==> config.mk <==
export PLATFORM = sky130hd
export DESIGN_NAME = pong_frame_renderer
export DESIGN_NICKNAME = d
export VERILOG_FILES = /design/src/rtl/pong_frame_renderer.sv
export SDC_FILE = /design/constraint.sdc
export NUM_CORES = 1
export LEC_CHECK = 0
export ABC_AREA = 1
export CORE_MARGIN = 2
export CORE_UTILIZATION = 45
export CTS_CLUSTER_SIZE = 14
export DETAILED_ROUTE_END_ITERATION = 7
export PLACE_DENSITY_LB_ADDON = 0.05
export SETUP_SLACK_MARGIN = 0.5
export SYNTH_ARGS = -nofsm -noshare
export SYNTH_HDL_FRONTEND = slang
export SYNTH_SLANG_ARGS = --single-unit
==> constraint.sdc <==
create_clock -name clk -period 7.4 [get_ports clk]
set_input_delay 1.48 -clock clk [delete_from_list [all_inputs] [get_ports clk]]
set_output_delay 1.48 -clock clk [all_outputs]
set_load 0.05 [all_outputs]
==> src/rtl/pong_frame_renderer.sv <==
// pong_frame_renderer: snapshots arena/ball/paddle state per frame and streams raster pixels over valid/ready.
// Define PONG_RENDER_BORDER_EN to also paint the arena edge in FG_COLOR.
module pong_frame_renderer #(
  parameter int BALL_SIZE = 8,
  parameter int PADDLE_W = 4,
  parameter int PADDLE_H = 32,
  parameter logic [7:0] FG_COLOR = 8'hFF,
  parameter logic [7:0] BG_COLOR = 8'h00
) (
  input  logic        clk,
  input  logic        rst,
  input  logic [31:0] dimensions,
  input  logic [31:0] ballPosition,
  input  logic [31:0] leftPaddlePosition,
  input  logic [31:0] rightPaddlePosition,
  input  logic        frameStart,
  input  logic        pixelReady,
  output logic        pixelValid,
  output logic [7:0]  pixelData,
  output logic        pixelFirst,
  output logic        pixelLast,
  output logic        frameBusy,
  output logic        frameDone
);
  typedef enum logic [1:0] {IDLE, LATCH, STREAM, DONE} state_t;
  state_t state_q, state_d;
  logic [31:0] dim_q, dim_d, ball_q, ball_d, lpad_q, lpad_d, rpad_q, rpad_d;
  logic [15:0] x_q, x_d, y_q, y_d;
  logic valid_q, valid_d, first_q, first_d, last_q, last_d;
  logic [7:0] data_q, data_d;
  logic row_end, hit, border;

  // 17-bit compares so objects placed near 16'hFFFF cannot wrap onto the screen
  function automatic logic covers(input logic [31:0] pos, input logic [15:0] cx, input logic [15:0] cy,
                                  input logic [16:0] sw, input logic [16:0] sh);
    return ({1'b0, cx} >= {1'b0, pos[31:16]}) && ({1'b0, cx} < {1'b0, pos[31:16]} + sw) &&
           ({1'b0, cy} >= {1'b0, pos[15:0]}) && ({1'b0, cy} < {1'b0, pos[15:0]} + sh);
  endfunction

  always_comb begin
    state_d = state_q;
    dim_d = dim_q;
    ball_d = ball_q;
    lpad_d = lpad_q;
    rpad_d = rpad_q;
    x_d = x_q;
    y_d = y_q;
    row_end = x_q == dim_q[31:16] - 16'd1;
    case (state_q)
      IDLE: state_d = frameStart ? LATCH : IDLE;
      LATCH: begin
        dim_d = dimensions;
        ball_d = ballPosition;
        lpad_d = leftPaddlePosition;
        rpad_d = rightPaddlePosition;
        x_d = '0;
        y_d = '0;
        state_d = (dimensions[31:16] == '0 || dimensions[15:0] == '0) ? DONE : STREAM;
      end
      STREAM: if (valid_q && pixelReady) begin
        x_d = row_end ? '0 : x_q + 16'd1;
        y_d = row_end ? y_q + 16'd1 : y_q;
        state_d = (row_end && y_q == dim_q[15:0] - 16'd1) ? DONE : STREAM;
      end
      default: state_d = IDLE;
    endcase
    // the output register always holds the pixel at (x_d, y_d), so it is stable during stalls
    valid_d = state_d == STREAM;
    hit = covers(ball_d, x_d, y_d, 17'(BALL_SIZE), 17'(BALL_SIZE)) ||
          covers(lpad_d, x_d, y_d, 17'(PADDLE_W), 17'(PADDLE_H)) ||
          covers(rpad_d, x_d, y_d, 17'(PADDLE_W), 17'(PADDLE_H));
`ifdef PONG_RENDER_BORDER_EN
    border = x_d == '0 || x_d == dim_d[31:16] - 16'd1 || y_d == '0 || y_d == dim_d[15:0] - 16'd1;
`else
    border = 1'b0;
`endif
    data_d = valid_d ? ((hit || border) ? FG_COLOR : BG_COLOR) : 8'h00;
    first_d = valid_d && x_d == '0 && y_d == '0;
    last_d = valid_d && x_d == dim_d[31:16] - 16'd1;
  end

  always_ff @(posedge clk) begin
    if (rst) begin
      state_q <= IDLE;
      dim_q <= '0;
      ball_q <= '0;
      lpad_q <= '0;
      rpad_q <= '0;
      x_q <= '0;
      y_q <= '0;
      valid_q <= 1'b0;
      first_q <= 1'b0;
      last_q <= 1'b0;
      data_q <= 8'h00;
    end else begin
      state_q <= state_d;
      dim_q <= dim_d;
      ball_q <= ball_d;
      lpad_q <= lpad_d;
      rpad_q <= rpad_d;
      x_q <= x_d;
      y_q <= y_d;
      valid_q <= valid_d;
      first_q <= first_d;
      last_q <= last_d;
      data_q <= data_d;
    end
  end

  assign pixelValid = valid_q;
  assign pixelData = data_q;
  assign pixelFirst = first_q;
  assign pixelLast = last_q;
  assign frameBusy = state_q == LATCH || state_q == STREAM;
  assign frameDone = state_q == DONE;
endmodule

; ---- After elaboration in Yosys (flattened, before gate mapping)
; Index checks and enable logic that the tools add are counted.
[word_totals]
regBits = 173
latch_bits = 0
mem_bits_rw = 0
rom_bits = 0
input_bits = 132
out_inout_bits = 13
n_memories = 0
[classes]
addsub = 11
mul = 0
div = 0
order_cmp = 12
eq_ne = 7
shift = 0
n_mux = 16
n_bitwise = 1
n_reduce_logical = 24
[op_table]
columns = operator, n
row1 = 2-to-1 mux 32 bit, 4
row2 = < comparator 16 x 17 -> 1 bit, 6
row3 = >= comparator 16 bit, 6
row4 = zero test 16 bit, 4
row5 = 2-to-1 mux 16 bit, 4
row6 = case mux 16 bit (2 select lines), 2
row7 = == test 16 bit, 3
row8 = subtractor 16 x 1 -> 16 bit (second input constant), 3
row9 = adder 16 x 3 -> 17 bit (second input constant), 2
row10 = adder 16 x 4 -> 17 bit (second input constant), 2
row11 = adder 16 x 6 -> 17 bit (second input constant), 2
row12 = adder 16 x 1 -> 16 bit (second input constant), 2
row13 = logical AND 1 bit, 14
row14 = 2-to-1 mux 8 bit, 1
row15 = == test 2 bit (second input constant), 3
row16 = case mux 2 bit (3 select lines), 1
row17 = logical OR 1 bit, 4
row18 = 2-to-1 mux 1 bit, 3
row19 = == test 2 x 1 -> 1 bit (second input constant), 1
row20 = zero test 2 bit, 1
row21 = 2-to-1 mux 2 bit, 1
row22 = OR reduction 2 bit, 1
row23 = NOT 1 bit, 1

; ---- Longest topological paths before layout
; Gate-level depths: netlist of run 1.
[depth]
ltp_word = 12
depth_mapped = 32
mapped_depth_nobuf = 32

; ---- Least setup slack after synthesis of run 1
; Ideal clock, no wire load.
[synth_timing]
kind = input to register
startpoint = input rightPaddlePosition[18]
endpoint = register data_q[6], in the netlist pixelData[6]
setup_ps = 109
t_arrival_ps = 3967
setup_slack_ps = 3324
stages = 22
path_buffers = 0
path_cell_list = or2_2 o21ai_0 inv_1 ha_1 nand3_1 nor3_1 inv_1 nor3_2 inv_1 nor2_1 xor2_1 ha_1 inv_1 o31ai_1 a21oi_1 o21ai_0 a21oi_1 o21a_1 nand3_1 nand3_1 nand2_1 inv_1
[synth_via]
elab_chain_len = 8
word_cells_on_any_way = 9
cone_classes = add/sub (1) / order compare (2) / mux (2) / reduce/logical (4)
[synth_rtl]
columns = element, line
row1 = "start, declared", 15  ; input logic [31:0] rightPaddlePosition,
row2 = 2-to-1 mux 32 bit *, 49  ; case (state_q)
row3 = via rpad_d[18], 27  ; logic [31:0] dim_q, dim_d, ball_q, ball_d, lpad_q, lpad_d, rpad_q, rpad_d;
row4 = adder 16 x 3 -> 17 bit, 36  ; return ({1'b0, cx} >= {1'b0, pos[31:16]}) && ({1'b0, cx} < {1'b0, pos[31:16]} + sw) &&
row5 = < comparator 16 x 17 -> 1 bit, 36
row6 = logical AND 1 bit * (2 in a row), 36
row7 = logical AND 1 bit *, 37  ; ({1'b0, cy} >= {1'b0, pos[15:0]}) && ({1'b0, cy} < {1'b0, pos[15:0]} + sh);
row8 = logical OR 1 bit *, 70  ; covers(lpad_d, x_d, y_d, 17'(PADDLE_W), 17'(PADDLE_H)) ||
row9 = 2-to-1 mux 8 bit *, 77  ; data_d = valid_d ? ((hit || border) ? FG_COLOR : BG_COLOR) : 8'h00;
row10 = "end signal, assigned", 106  ; data_q <= data_d;
row11 = "end, declared", 30  ; logic [7:0] data_q, data_d;
; Mark *: on every way through the listed nets, which the timed path passes. The rest lies on a longest branch.
; A chain may end at the register's enable or synchronous reset.

; ---- Worst setup path after layout of run 1
[layout_timing]
startpoint = input pixelReady
endpoint = register data_q[6], in the netlist pixelData[6]
[layout_via]
elab_chain_len = 10
word_cells_on_any_way = 34
cone_classes = order compare (12) / eq/ne (1) / mux (7) / bitwise (1) / reduce/logical (13)
[layout_rtl]
columns = element, line
row1 = "start, declared", 17  ; input logic pixelReady,
row2 = logical AND 1 bit *, 60  ; STREAM: if (valid_q && pixelReady) begin
row3 = 2-to-1 mux 16 bit *, 60
row4 = case mux 16 bit (2 select lines) *, 49
row5 = via x_d[14], 28  ; logic [15:0] x_q, x_d, y_q, y_d;
row6 = < comparator 16 x 17 -> 1 bit / >= comparator 16 bit (equally long branches), 36
row7 = logical AND 1 bit (2 in a row), 36
row8 = logical AND 1 bit, 37
row9 = logical OR 1 bit, 69  ; hit = covers(ball_d, x_d, y_d, 17'(BALL_SIZE), 17'(BALL_SIZE)) ||
row10 = logical OR 1 bit *, 70
row11 = 2-to-1 mux 8 bit *, 77
; Marks and branches as above.

==> results of run 1 <==
worst min-delay path: cells and delay by family (launching register included):
kind	cells	cell delay, ns
AOI/OAI and AO/OA	1	0.06
DFF	1	0.30
and+or+nand+nor	1	0.07
cell usage after synthesis, drive strengths merged:
cell type and instances:
xnor2 23, clkinv 3, buf 31, nor3 41, nor3b 2, dfxtp 166, and2 1, ha 187
o22ai 3, o41ai 1, or2 28, a21oi 115, clkbuf 24, inv 260, o31ai 4, o2111ai 1
nor4 11, mux2i 24, o211ai 7, o21bai 6, o21a 11, nand3 115, o21ai 125, nand3b 11
nor2 332, nand2 501, nand4 43, xor2 85, a22oi 1, a31oi 1, o211a 1, o221ai 1
a211oi 6
path summary, 6_finish.rpt:
path         startpoint      endpoint  slack, ns  cells after the start
max          pixelReady  pixelData[6]       2.64                     22
min           lpad_q[0]     lpad_q[0]       0.47                      2
max reg2reg  state_q[0]  pixelData[6]       2.81                     23
min reg2reg   lpad_q[0]     lpad_q[0]       0.47                      2
layer usage:
metal	vias to the layer above	share of wire [%]	GRT usage, %
met1	6314	48	34.6
met5	-	0	0
met4	0	2.5	8.65
met2	286	45	41.8
li1	7281	-	-
met3	43	3.8	3.55
stage by stage:
step,setup WS [ns],total power [W]
after global placement,2.25,0.00218
final,2.64,0.00324
after detailed placement,2.23,0.00220
after global routing,2.11,0.00346
after floorplan,3.32,0.00187
after CTS,2.69,0.00327
flip-flops by register name, summed over array words and instances (netlist names):
name	flops
state_q	2
pixelFirst	1
lpad_q	32
dim_q	32
x_q	16
ball_q	32
rpad_q	32
pixelValid	1
y_q	16
pixelLast	1
pixelData	1
cells by family (layout without fill, tap and decap cells):
kind of cell    Yosys count  in the layout  synth area share, %
simple gates           1085           1085                 32.6
buf+inv                 318            446                 8.93
compound gates          283            283                 10.7
fa+ha+maj               187            187                 16.3
flops                   166            166                 23.2
xor+xnor                108            108                 6.61
mux                      24             24                 1.68
power by group through the flow:
stage	Clock (W)	Sequential (W)	Combinational [W]
after detailed placement	0	0.00102	0.00118
after CTS	0.00108	0.000998	0.00119
after global placement	0	0.00102	0.00116
after global routing	0.00111	0.00100	0.00135
after floorplan	0	0.00101	0.000866
final	0.00106	0.000998	0.00118
layout make-up:
cell class,instances,area (µm²),share of cell area [%]
clock buffers,20,457,2.73
clock inverters,12,223,1.33
inverters,263,987,5.90
multi-input cells,1687,9730,58.2
flip-flops and latches,166,3320,19.9
well taps,402,503,3.01
repair buffers,151,1500,8.99
==> qor.yml, run 1 <==
status: "completed"
rows: 65
dp.cells: 2669
yosys.area.top_type: "dfxtp_1"
cts_buffer_depth: 2
ys.warnings.count: 0
cts_inserted_buffers: 17
setup_viol: 0
die_h_um: 182
crit_buf_inv: 3
overflow: 0
fin_hold_ws_ns: 0.472
fin_crit_sh_pct: 64.4
worstPathArrival_ns: 5.16
cp_slowest_stage_delay_ns: 0.45
cp-end-kind: "register"
hpwl_mm: 32.9
dpl_cell_area_mm2: 0.0160
totalNegativeSetupSlack_ns: 0
ant_nets: 0
post_cts_resized: 0
grt_pass1_vias: 13189
drt-initial-drc-count: 771
critPathRequiredTime_ns: 7.80
post-cts-setup-buffers: 0
max-slew-margin-rel_pct: 29.8
path_class: "in -> reg"
period_needed_ns: 4.76
skew_ns: 0.0144
synthTopCellsByArea: "dfxtp_1 (23%), ha_1 (16%), nand2_1 (13%)"
final_common_cell: "nand2_1"
path_delay_family: "simple AND/OR/NAND/NOR gates"
ys_seq_area_share_pct: 23.2
cap_violations: 0
rsz0062_at_grt: "no"
grt.total_usage_pct: 25.6
finalHoldViolations: 0
start_util_pct: 45.5
ys_ff_latch: 166
grt_max_degree: 153
hold_buffers: 0
power_switching_w: 0.00118
hp-class: "reg -> reg"
via_per_inst: 5.16
clockPowerShare_pct: 32.6
synth_cells: 2171
stdcell_count: 2701
p_comb_share_pct: 36.6
crit_fanout: 9
ctsRootBufferMaster: "clkbuf_16"
drive_above_1_share_pct: 4.57
powerDensity_mw_per_mm2: 194
place_congestion: 0.898
diodes: 0
drc: 0
boundaryPins: 145
wl_mm: 42.0
antenna_found_initial: 0
drt_first_pass_iters: 5
ir_drop_uv: 177
nets: 2605
mostFrequentLayoutCells: "nand2_1 (495), nor2_1 (317), inv_1 (250)"
syn-cell-area_mm2: 0.0143
swShare_pct: 36.6
grt_pass1_wl_mm: 67.6
seqPwrFrac_pct: 30.8
syn_to_final_growth_pct: 16.8
fin_util_pct: 53.1
clk-insertion-delay-late_ns: 0.45
die_width_um: 182
clkTransAtPathRegs_ns: 0.07
fmax_ghz: 0.210
crit_chain: "clkdlybuf4s50_1, nand2_1, nor2_1, nand3b_1, nor2_1, nand4_1, nor3_1, nor3b_1, nand2_1, nand2_1, ha_1, nand2_1, inv_1, nand3_1, nor3_1, nand3_1, nand3_1, o21a_1, nand3_1, nand3_1, nand2_1, inv_1"
core-area_mm2: 0.0315
avgSynthCellArea_um2: 6.60
tritoncts: "built"
design.die.area_mm2: 0.0333
synth_top_area_share_pct: 23.2
wl_per_cell_um: 15.6
io_buffers: 144
synthDistinctLibCells: 48
syn_nets: 2490
crit_slowest_cell: "clkdlybuf4s50_1"
worst_pin_slew_ns: 1.05
worstSetupStartpointType: "input port"
clock_sinks: 166
fillers: 3176
cts_max_level: 4
maxSlewViolCount: 0
vias: 13924
p_int_w: 0.00205
cellLeakagePower_nw: 7.98
stdcell_area_mm2: 0.0167
(Power assumes the default switching activity.)
==> inputs of run 2 (changes only) <==
- clock period: 7.4 -> 4.4 ns (I/O delays scaled with it)
==> run 2 against run 1 <==
Net effect:
- routed wire length grew 9.4%
- non-clock buffer count grew 92
- global-route usage grew 2.0 points
- first-iteration DRC count grew 11%
- die area is the same
- flip-flop and latch count is the same
- via count grew 3.7%
- sequential share of layout area shrank 1.2 points
- clock power grew 44%
- largest power group unchanged
==> qor.yml, run 2 (synthesis results as in run 1) <==
status: "completed"
hp-class: "reg -> reg"
mostFrequentLayoutCells: "nand2_1 (482), nor2_1 (299), inv_1 (232)"
worstHoldEndpoint: "ball_q[0]"
crit_slowest_cell: "clkdlybuf4s50_1"
rows: 65  # unchanged
worstSetupStartpointType: "input port"
worst_pin_slew_ns: 0.914  # -0.139 ns
finalHoldViolations: 0  # unchanged
startpoint: "pixelReady"
worstPathArrival_ns: 4.30  # -0.86 ns
reg2reg_depth: 24  # +4.3%
fin_crit_sh_pct: 88.3
io_buffers: 144  # unchanged
final_common_cell: "nand2_1"
cts_inserted_buffers: 17  # unchanged
fin_hold_ws_ns: 0.469  # -0.00235 ns
clkTransAtPathRegs_ns: 0.07  # about the same
regToRegStartpoint: "state_q[1]"
antenna_found_initial: 0  # unchanged
drc: 0  # unchanged
hpwl_mm: 35.8  # +8.7%
die_width_um: 182  # unchanged
vias: 14439  # +3.7%
place_congestion: 0.954  # +6.3%
drive_above_1_share_pct: 11.8  # +7.3 points
r2r_setup_slack_ns: 0.53  # -2.28 ns
period_needed_ns: 3.89
hold_depth: 2  # unchanged
fillers: 3074  # -3.2%
clk-insertion-delay-late_ns: 0.46  # about the same
totalNegativeSetupSlack_ns: 0  # unchanged
cts_max_level: 4  # unchanged
rr_endpoint: "pixelData[6]"
wl_per_cell_um: 16.5  # +5.8%
tritoncts: "built"
seq_area_mm2: 0.00333  # +0.30%
cts_buffer_depth: 2  # unchanged
design.die.area_mm2: 0.0333  # unchanged
boundaryPins: 145  # unchanged
via_per_inst: 5.17  # +0.25%
grt_pass1_wl_mm: 72.6  # +7.3%
crit_fanout: 6  # -3
grt_max_degree: 77  # -50%
fmax_ghz: 0.257
powerDensity_mw_per_mm2: 303  # +57%
hp-start: "ball_q[0]"
clock_sinks: 166  # unchanged
diodes: 0  # unchanged
ant_nets: 0  # unchanged
cap_violations: 0  # unchanged
grt_pass1_vias: 13981  # +6.0%
ctsRootBufferMaster: "clkbuf_16"
die_h_um: 182  # unchanged
start_util_pct: 45.5  # unchanged
ir_drop_uv: 313  # +77%
wl_mm: 46.0  # +9.4%
core-area_mm2: 0.0315  # unchanged
drt_first_pass_iters: 5  # unchanged
multiInputGateArea_mm2: 0.0101  # +3.3%
path_class: "in -> reg"
cp_slowest_stage_delay_ns: 0.47  # +0.02 ns
syn_to_final_growth_pct: 24.5
rsz0062_at_grt: "yes"
critPathRequiredTime_ns: 4.81  # -2.99 ns
max-slew-margin-rel_pct: 39.1  # +9.3 points
cellLeakagePower_nw: 8.47  # +6.1%
grt.total_usage_pct: 27.6  # +2.0 points
maxSlewViolCount: 0  # unchanged
drt-initial-drc-count: 852  # +11%
setup_viol: 0  # unchanged
skew_ns: 0.00733  # -0.00707 ns
nets: 2698  # +3.6%
overflow: 0  # unchanged
cp-end-kind: "register"
hold_buffers: 0  # unchanged
crit_top_cell: "nand2_1"
crit_chain: "clkdlybuf4s50_1, nand2_2, nor2_2, inv_1, buf_4, o21ai_0, nand2_1, nor2_1, nand2_1, inv_1, ha_1, nand2_1, nor3_1, nor3_1, nand3_1, a21oi_1, o21ai_0, a21oi_1, o21a_1, nand3_1, nand3_1, nand2_1, inv_1"
-- run 2: area by class of cell --
type	count	area share [%]
clock buffers	17	2.39
clock inverters	15	0.814
inverters	263	5.67
multi-input cells	1688	56.4
flip-flops and latches	166	18.7
well taps	402	2.82
repair buffers	243	13.2
-- run 2: worst max path at each step --
stage,end,slack (ns),depth (start not counted)
after global routing,pixelData[6],0.16,22
after CTS,pixelData[6],0.50,25
final,pixelData[6],0.51,23
after global placement,pixelData[6],-0.26,21
after floorplan,pixelData[6],0.62,24
after detailed placement,pixelData[6],-0.20,21
-- run 2: power breakdown --
part	switching, W	total [W]	internal [W]
logic	0.00134	0.00220	0.000854
clock network	0.000743	0.00153	0.000792
registers	0.0000685	0.00168	0.00161
total	0.00215	0.00541	0.00326
-- run 2: metal layers --
metal	global-route usage (%)	routed length, µm
met2	47.3	21500
met3	3.57	1580
met5	0	0
met1	36.4	21900
met4	7.71	1100
-- run 2: critical path, delay by kind of cell --
family / cells / cell delay, ns
simple gates: 12 / 1.29
buf+inv: 5 / 1.08
compound gates: 5 / 0.76
fa+ha+maj: 1 / 0.29
-- run 2: per-stage QoR --
step / power (W) / worst slack (ns) / cell area, µm² / utilization, % / cells
floorplan: 0.00315 / 0.615 / 14300 / - / 2171
global placement: 0.00376 / -0.255 / 16600 / 52.7 / 2736
detailed placement: 0.00378 / -0.204 / 16600 / 52.7 / 2736
CTS: 0.00537 / 0.500 / 17500 / 55.5 / 2782
global route: 0.00578 / 0.164 / 17800 / 56.6 / 2794
finish: 0.00541 / 0.513 / 17800 / 56.6 / 2794
-- run 2: repair_timing --
| item | 4_1_cts | 5_1_grt |
|---|---|---|
| setup buffers | 10 | 11 |
| resized for setup | 50 | 71 |
| cloned | 4 | 1 |
| pin swaps | 9 | 28 |
| endpoints found under the setup margin | 1 | 2 |
